File: config.mk
export PLATFORM = sky130hd
export DESIGN_NAME = pulse_channel1
export DESIGN_NICKNAME = d
export VERILOG_FILES = /design/src/rtl/pulse_channel1.sv
export SDC_FILE = /design/constraint.sdc
export NUM_CORES = 1
export LEC_CHECK = 0
export CAP_MARGIN = 20
export CORE_MARGIN = 2
export CORE_UTILIZATION = 35
export DETAILED_ROUTE_END_ITERATION = 10
export PLACE_DENSITY_LB_ADDON = 0.15
export RECOVER_POWER = 25
export SYNTH_ARGS = -nofsm -noshare
export SYNTH_HDL_FRONTEND = slang
export SYNTH_SLANG_ARGS = --single-unit
File: constraint.sdc
create_clock -name clk -period 7.9 [get_ports clk]
set_clock_uncertainty 0.1 [all_clocks]
set_input_delay 1.58 -clock clk [delete_from_list [all_inputs] [get_ports clk]]
set_output_delay 1.58 -clock clk [all_outputs]
set_load 0.02 [all_outputs]
File: src/rtl/pulse_channel1.sv
// Square-wave tone channel: duty sequencer, length counter, volume envelope and
// frequency sweep, producing a registered 4-bit DAC sample.
module pulse_channel1 (
  input  logic        clk,
  input  logic        rst_n,
  input  logic        clk256,
  input  logic        clk128,
  input  logic        clk64,
  input  logic [2:0]  swpPd,
  input  logic        negate,
  input  logic [2:0]  shift,
  input  logic [10:0] freq,
  input  logic [5:0]  lenLoad,
  input  logic [1:0]  duty,
  input  logic [3:0]  startVol,
  input  logic [2:0]  period,
  input  logic        lenEnable,
  input  logic        trigger,
  input  logic        envAdd,
  output logic [3:0]  out
);

  localparam int unsigned FREQ_W = 11;
  localparam int unsigned CALC_W = FREQ_W + 1;
  localparam int unsigned TMR_W  = 14;
  localparam int unsigned LEN_W  = 7;
  localparam int unsigned VOL_W  = 4;
  localparam int unsigned SWT_W  = 4;
  localparam logic [CALC_W-1:0] FREQ_MAX = CALC_W'(2047);

  logic              trig_q,      trig_d;
  logic              enabled_q,   enabled_d;
  logic [LEN_W-1:0]  length_q,    length_d;
  logic [VOL_W-1:0]  volume_q,    volume_d;
  logic [2:0]        env_tmr_q,   env_tmr_d;
  logic [2:0]        duty_pos_q,  duty_pos_d;
  logic [TMR_W-1:0]  freq_tmr_q,  freq_tmr_d;
  logic [FREQ_W-1:0] shadow_q,    shadow_d;
  logic [SWT_W-1:0]  sweep_tmr_q, sweep_tmr_d;
  logic              sweep_en_q,  sweep_en_d;
  logic [VOL_W-1:0]  out_q,       out_d;

  logic [FREQ_W-1:0] cur_freq;
  logic [CALC_W-1:0] sw_new;
  logic [7:0]        pattern;
  logic [SWT_W-1:0]  sweep_reload;

  // shadow +/- (shadow >> shift); the shifted term never exceeds shadow, so no underflow
  function automatic logic [CALC_W-1:0] sweep_calc(input logic [FREQ_W-1:0] s,
                                                    input logic [2:0] sh,
                                                    input logic neg);
    logic [CALC_W-1:0] base;
    logic [CALC_W-1:0] delta;
    base  = {1'b0, s};
    delta = {1'b0, s >> sh};
    return neg ? (base - delta) : (base + delta);
  endfunction

  // (2048 - f) * 4
  function automatic logic [TMR_W-1:0] freq_reload(input logic [FREQ_W-1:0] f);
    logic [CALC_W-1:0] diff;
    diff = CALC_W'(2048) - {1'b0, f};
    return {diff, 2'b00};
  endfunction

  always_comb begin
    unique case (duty)
      2'd0:    pattern = 8'b0000_0001;
      2'd1:    pattern = 8'b1000_0001;
      2'd2:    pattern = 8'b1000_0111;
      default: pattern = 8'b0111_1110;
    endcase
  end

  assign cur_freq     = sweep_en_q ? shadow_q : freq;
  assign sweep_reload = (swpPd == 3'd0) ? SWT_W'(8) : {1'b0, swpPd};

  always_comb begin
    trig_d      = trigger;
    enabled_d   = enabled_q;
    length_d    = length_q;
    volume_d    = volume_q;
    env_tmr_d   = env_tmr_q;
    duty_pos_d  = duty_pos_q;
    freq_tmr_d  = freq_tmr_q;
    shadow_d    = shadow_q;
    sweep_tmr_d = sweep_tmr_q;
    sweep_en_d  = sweep_en_q;
    sw_new      = '0;

    // Frequency timer free-runs even while the channel is disabled
    if (freq_tmr_q <= TMR_W'(1)) begin
      freq_tmr_d = freq_reload(cur_freq);
      duty_pos_d = duty_pos_q + 3'd1;
    end else begin
      freq_tmr_d = freq_tmr_q - TMR_W'(1);
    end

    if (trigger && !trig_q) begin
      enabled_d   = 1'b1;
      length_d    = LEN_W'(64) - {1'b0, lenLoad};
      volume_d    = startVol;
      env_tmr_d   = period;
      duty_pos_d  = 3'd0;
      freq_tmr_d  = freq_reload(freq);
      shadow_d    = freq;
      sweep_tmr_d = sweep_reload;
      sweep_en_d  = (swpPd != 3'd0) || (shift != 3'd0);
      if ((shift != 3'd0) && (sweep_calc(freq, shift, negate) > FREQ_MAX)) begin
        enabled_d = 1'b0;
      end
    end else begin
      if (clk256 && lenEnable && (length_q != '0)) begin
        length_d = length_q - LEN_W'(1);
        if (length_q == LEN_W'(1)) enabled_d = 1'b0;
      end

      if (clk64 && (period != 3'd0)) begin
        if (env_tmr_q <= 3'd1) begin
          env_tmr_d = period;
          if (envAdd && (volume_q != VOL_W'(15))) begin
            volume_d = volume_q + VOL_W'(1);
          end else if (!envAdd && (volume_q != '0)) begin
            volume_d = volume_q - VOL_W'(1);
          end
        end else begin
          env_tmr_d = env_tmr_q - 3'd1;
        end
      end

      if (clk128) begin
        if (sweep_tmr_q <= SWT_W'(1)) begin
          sweep_tmr_d = sweep_reload;
          if (sweep_en_q && (swpPd != 3'd0)) begin
            sw_new = sweep_calc(shadow_q, shift, negate);
            if (sw_new > FREQ_MAX) begin
              enabled_d = 1'b0;
            end else if (shift != 3'd0) begin
              shadow_d = sw_new[FREQ_W-1:0];
              if (sweep_calc(sw_new[FREQ_W-1:0], shift, negate) > FREQ_MAX) enabled_d = 1'b0;
            end
          end
        end else begin
          sweep_tmr_d = sweep_tmr_q - SWT_W'(1);
        end
      end
    end

    // DAC powered off: no volume and no upward envelope
    if ((startVol == '0) && !envAdd) enabled_d = 1'b0;

    out_d = (enabled_q && pattern[3'd7 - duty_pos_q]) ? volume_q : '0;
  end

  always_ff @(posedge clk or negedge rst_n) begin
    if (!rst_n) begin
      trig_q      <= 1'b0;
      enabled_q   <= 1'b0;
      length_q    <= '0;
      volume_q    <= '0;
      env_tmr_q   <= '0;
      duty_pos_q  <= '0;
      freq_tmr_q  <= '0;
      shadow_q    <= '0;
      sweep_tmr_q <= '0;
      sweep_en_q  <= 1'b0;
      out_q       <= '0;
    end else begin
      trig_q      <= trig_d;
      enabled_q   <= enabled_d;
      length_q    <= length_d;
      volume_q    <= volume_d;
      env_tmr_q   <= env_tmr_d;
      duty_pos_q  <= duty_pos_d;
      freq_tmr_q  <= freq_tmr_d;
      shadow_q    <= shadow_d;
      sweep_tmr_q <= sweep_tmr_d;
      sweep_en_q  <= sweep_en_d;
      out_q       <= out_d;
    end
  end

  assign out = out_q;

endmodule

Word level (Yosys, flattened, before mapping). Cells that the tools add are included.

Word-level logic and storage cells: 118. Flip-flop bits (word level): 53. Output and inout port bits: 4. Bits of input ports: 41.

Shift-type cells: 3. Multiplexer cells: 43. $lt $le $gt $ge: 7. Reductions and logical operators: 32. Equal/unequal tests: 5. $add $sub $neg: 17.

Operators by type and width (number): 11-bit 2-to-1 mux (7); 4-bit 2-to-1 mux (10); 11-bit by 11-bit adder with 12-bit output (3); 12-bit by 11-bit > comparator with 1-bit output, second input constant (3); 12-bit 2-to-1 mux (3); 11-bit by 11-bit subtractor with 12-bit output (3); 11-bit by 3-bit right shift with 11-bit output (3); 14-bit 2-to-1 mux (2); 8-bit case mux with 3 select lines (1); 12-bit by 11-bit subtractor with 12-bit output, first input constant (2); 2-bit nonzero test (8); 3-bit 2-to-1 mux (5); 14-bit by 1-bit <= comparator with 1-bit output, second input constant (1); 7-bit 2-to-1 mux (2); 14-bit by 1-bit subtractor with 14-bit output, second input constant (1); 1-bit 2-to-1 mux (12); 3-bit nonzero test (4); 1-bit logical AND (10); 4-bit by 1-bit subtractor with 4-bit output, second input constant (2); 7-bit by 1-bit equality test with 1-bit output, second input constant (1); 7-bit nonzero test (1); 7-bit by 1-bit subtractor with 7-bit output, second input constant (1); 7-bit by 6-bit subtractor with 7-bit output, first input constant (1); 5-bit AND reduction (1); 19 further kinds (20).

Depth between registers and ports, before layout.
Word-level depth: 15. Gate-level depth with buffers: 35.

Worst setup path before layout. Ideal clock, no wire load.

Path kind: input port to flip-flop. Start point: in shift[1]. End point: reg enabled_q. Library setup time: 0.139 ns. Slack: 0.118 ns. Buffers on the path: 3. Cell stages on the path: 30. Arrival time: 7.543 ns. Cell sequence: buf_2 -> buf_2 -> mux4_2 -> o21ai_0 -> and3_1 -> and3_1 -> nand2_1 -> a211oi_1 -> a21oi_1 -> ha_1 -> buf_6 -> a21oi_2 -> nand2_1 -> a211oi_1 -> o211a_4 -> inv_4 -> or3_1 -> and4_4 -> nand3b_4 -> or2_4 -> o31ai_1 -> xor2_1 -> ha_1 -> nand3_1 -> a21oi_1 -> inv_1 -> o41a_1 -> o211a_1 -> and4b_1 -> or4_1.

Cells in the longest elaborated chain, start to end: 15.

Ends and longest elaborated chain: start, declared (RTL line 11) `input logic [2:0] shift,`; 11-bit by 3-bit right shift with 11-bit output (RTL line 55) `delta = {1'b0, s >> sh};`; 11-bit by 11-bit adder with 12-bit output / 11-bit by 11-bit subtractor with 12-bit output (equally long branches) (RTL line 56) `return neg ? (base - delta) : (base + delta);`; 12-bit 2-to-1 mux (RTL line 56); 11-bit by 3-bit right shift with 11-bit output (RTL line 55); 11-bit by 11-bit adder with 12-bit output / 11-bit by 11-bit subtractor with 12-bit output (equally long branches) (RTL line 56); 12-bit 2-to-1 mux (RTL line 56); 12-bit by 11-bit > comparator with 1-bit output (RTL line 140) `if (sweep_calc(sw_new[FREQ_W-1:0], shift, negate) > FREQ_MAX) enabled_d = 1'b0;`; 1-bit 2-to-1 mux (RTL line 140); 1-bit 2-to-1 mux (RTL line 138) `end else if (shift != 3'd0) begin`; 1-bit 2-to-1 mux (RTL line 136) `if (sw_new > FREQ_MAX) begin`; 1-bit 2-to-1 mux (RTL line 134) `if (sweep_en_q && (swpPd != 3'd0)) begin`; 1-bit 2-to-1 mux (RTL line 132) `if (sweep_tmr_q <= SWT_W'(1)) begin`; 1-bit 2-to-1 mux (RTL line 131) `if (clk128) begin`; 1-bit 2-to-1 mux * (RTL line 99) `if (trigger && !trig_q) begin`; 1-bit 2-to-1 mux * (RTL line 150) `if ((startVol == '0) && !envAdd) enabled_d = 1'b0;`; via enabled_d (RTL line 32) `logic enabled_q, enabled_d;`; end signal, assigned (RTL line 170) `enabled_q <= enabled_d;`; end, declared (RTL line 32).

Mark *: on every way through the listed nets, which the timed path passes. The rest lies on a longest branch. A chain may end at the register's enable or synchronous reset.

Final worst setup path.
Start point: in shift[0]. End point: reg enabled_q.

The elaborated chain is that of the path after synthesis.

==> qor.csv <==
stage;metric;value;unit
cells_and_area;final_cells;1187;
synth;yosysWarnings;0;
synth;ys_types;88;
worst_setup_path;max_stage_delay;0.54;ns
timing;min_period;7.43;ns
synth;ys.flop_type;dfrtp_1;
cts;cts_max_level;2;
pwr;ir_drop;140;uV
worst_setup_path;start_kind;primary input;
synth;syn_area_per_cell;7.84;um^2
worst_setup_path;endpoint_kind;flop;
floorplan;initial_core_util;0.358;
synth;synth_top_area_frac;0.197;
cts;tritoncts;yes;
detailed_routing;wl_per_cell;16.5;um
placement;placedCellCount;1174;
detailed_routing;drtIter0Drc;280;
cts;root_buffer;clkbuf_16;
synth;syn_area;6730;um^2
worst_setup_path;r2r_setup_slack;1.49;ns
cts;cts_sinks;53;
floorplan;die_w;143;um
timing;tightest_slew;2.87;ns
synth;yosysSeqAreaShare;0.197;
worst_setup_path;critPathMaxFanout;7;
worst_setup_path;crit_family;simple AND/OR/NAND/NOR gates;
floorplan;io_pins;45;
detailed_routing;via_per_inst;5.45;
floorplan;num_rows;50;
cells_and_area;final_cell_mix;nand2_1, buf_4, nor2_1;
pwr;p_leak;3.72;nW
detailed_routing;route.detailed.drc;0;
timing;fin_worst_hold_slack;0.443;ns
placement;port_buffers;44;
detailed_routing;ant_nets;0;
grt;gr-total-overflow;0;
synth;synthArstFlopShare;1.00;
worst_setup_path;required;7.97;ns
floorplan;core;18800;um^2
pwr;comb_power_share;0.716;
cells_and_area;fillers;1884;
worst_setup_path;cp_slowest_cell;mux4_2;
pwr;p_int;1.32;mW
pwr;switching_power;1.07;mW
run_status;run_status;finished with violations;
grt;grt_max_degree;54;
cts;clk_pin_slew;0.07;ns
synth;synth.area.top_cells;dfrtp_1, ha_1, nand2_1;
synth;synth_edf_count;0;
synth;synth_cells;858;
floorplan;die_area;20300;um^2
worst_setup_path;worst-setup-path-type;in2reg;
cts;cts_buffers;5;
timing;slew_viol_final;54;
cells_and_area;final_common_cell;nand2_1;
pwr;p_sw_frac;0.449;
synth;synth_seq_cells;53;
grt;grt_use_total;0.190;
cells_and_area;area_growth;26.9;%
grt;grt_pass1_wl;31.3;mm
synth;yosys.area.top_type;dfrtp_1;
pwr;power_density;280;nW/um^2
timing;slew_headroom;-0.912;
placement;dpl.hpwl;15.0;mm
pwr;p_clk_frac;0.095;
floorplan;die_h;143;um
timing;max_freq;135;MHz
worst_setup_path;critPathBufInv;4;
cts;insertion_delay;0.29;ns
timing;setup_viol;0;
pwr;seq_power_share;0.189;
run;maxCapViolCount;1;
cells_and_area;n_antenna_cell;0;
cells_and_area;drive_above_1_share;0.212;
timing;rsz0062_at_grt;false;
detailed_routing;first_pass_iters;5;
grt;antenna_found_initial;0;
cts;clockBufferDepth;2;
detailed_routing;wl;19.6;mm
run_status;violations;max-capacitance violations, max-slew violations;
placement;finalWeightedCongestion;0.875;
worst_setup_path;crit_arrival;7.50;ns
worst_hold_path;min_path_type;reg2reg;
synth;syn_nets;955;
timing;min_period_over_period;0.940;
timing;finalHoldViolCount;0;
detailed_routing;vias;6471;
cells_and_area;nets;1049;
grt;grt_pass1_vias;6312;
==> power by group through the flow <==
| stage | clock network (mW) | registers, mW | logic (mW) |
|---|---|---|---|
| 2_1_floorplan | 0 | 0.428 | 0.982 |
| 3_3_place_gp | 0 | 0.454 | 1.50 |
| 3_5_place_dp | 0 | 0.454 | 1.50 |
| 4_1_cts | 0.233 | 0.449 | 1.55 |
| 5_1_grt | 0.241 | 0.463 | 1.89 |
| 6_report | 0.227 | 0.452 | 1.71 |
==> worst paths after layout <==
| kind | from | end | cells past startpoint |
|---|---|---|---|
| max in group asynchronous | rst_n | freq_tmr_q[13]$_DFF_PN0_ | 2 |
| min reg2reg | length_q[6]$_DFFE_PN0P_ | length_q[6]$_DFFE_PN0P_ | 1 |
| max | shift[0] | enabled_q$_DFF_PN0_ | 28 |
| min | length_q[6]$_DFFE_PN0P_ | length_q[6]$_DFFE_PN0P_ | 1 |
| min in group asynchronous | rst_n | trig_q$_DFF_PN0_ | 2 |
| max reg2reg | shadow_q[4]$_DFFE_PN0P_ | enabled_q$_DFF_PN0_ | 26 |
==> synth_stat cells, types with 20 or more instances <==
cell and instances:
o21ai_0 65, nand2_1 92, xnor2_1 32, clkbuf_1 32, a21oi_1 48, mux2i_1 34, xor2_1 38, nor2_1 72
nor3_1 22, dfrtp_1 53, ha_1 54, inv_1 35, nand3_1 20
==> flip-flops by register name (all words and copies together) (netlist names) <==
register     cells
enabled_q        1
sweep_tmr_q      4
shadow_q        11
length_q         7
duty_pos_q       3
freq_tmr_q      14
trig_q           1
volume_q         4
sweep_en_q       1
out              4
env_tmr_q        3
==> kinds of logic (layout without fill, tap and decap cells) <==
family	count (synthesis)	count (layout)	synth area share
AOI/OAI and AO/OA	232	232	0.232
xor gates and xnor gates	70	70	0.0912
adders and majority gates	57	57	0.108
buffers and inverters	91	186	0.0569
DFF	53	53	0.197
muxes	46	46	0.0841
and+or+nand+nor	309	309	0.231
==> layout make-up <==
cell class / count / area [um^2] / share of cell area
multi-input combinational: 714 / 5420 / 0.636
sequential: 53 / 1330 / 0.155
timing repair buffer: 140 / 1190 / 0.139
tap: 234 / 293 / 0.0343
inverter: 38 / 145 / 0.0170
clock buffer: 6 / 139 / 0.0163
clock inverter: 2 / 17.5 / 0.00205
==> per-stage QoR <==
step / power (mW) / cell area [um^2] / worst slack (ns) / setup TNS (ns) / utilization
global placement: 1.96 / 7910 / -0.378 / -0.378 / 0.421
finish: 2.39 / 8530 / 0.470 / 0 / 0.455
global route: 2.60 / 8530 / 0.200 / 0 / 0.455
CTS: 2.23 / 8160 / 0.00614 / 0 / 0.435
floorplan: 1.41 / 6730 / 0.118 / 0 / -
detailed placement: 1.95 / 7910 / -0.432 / -0.432 / 0.421
==> what timing repair did <==
action	CTS	global route
setup buffers	1	3
hold buffers	0	0
gates resized for setup	17	71
pin swaps	9	32
endpoints found under the setup margin	1	1
hold endpoints to repair	0	0
==> routing by layer <==
layer | global-route usage | part of all wire | up-vias | wire length (um)
met2 | 0.320 | 0.47 | 110 | 9260
met1 | 0.262 | 0.48 | 3046 | 9440
met3 | 0.0238 | 0.031 | 21 | 614
met4 | 0.0386 | 0.016 | 0 | 318
met5 | 0 | 0 | - | 0
li1 | - | - | 3294 | -
(Power assumes the default switching activity.)
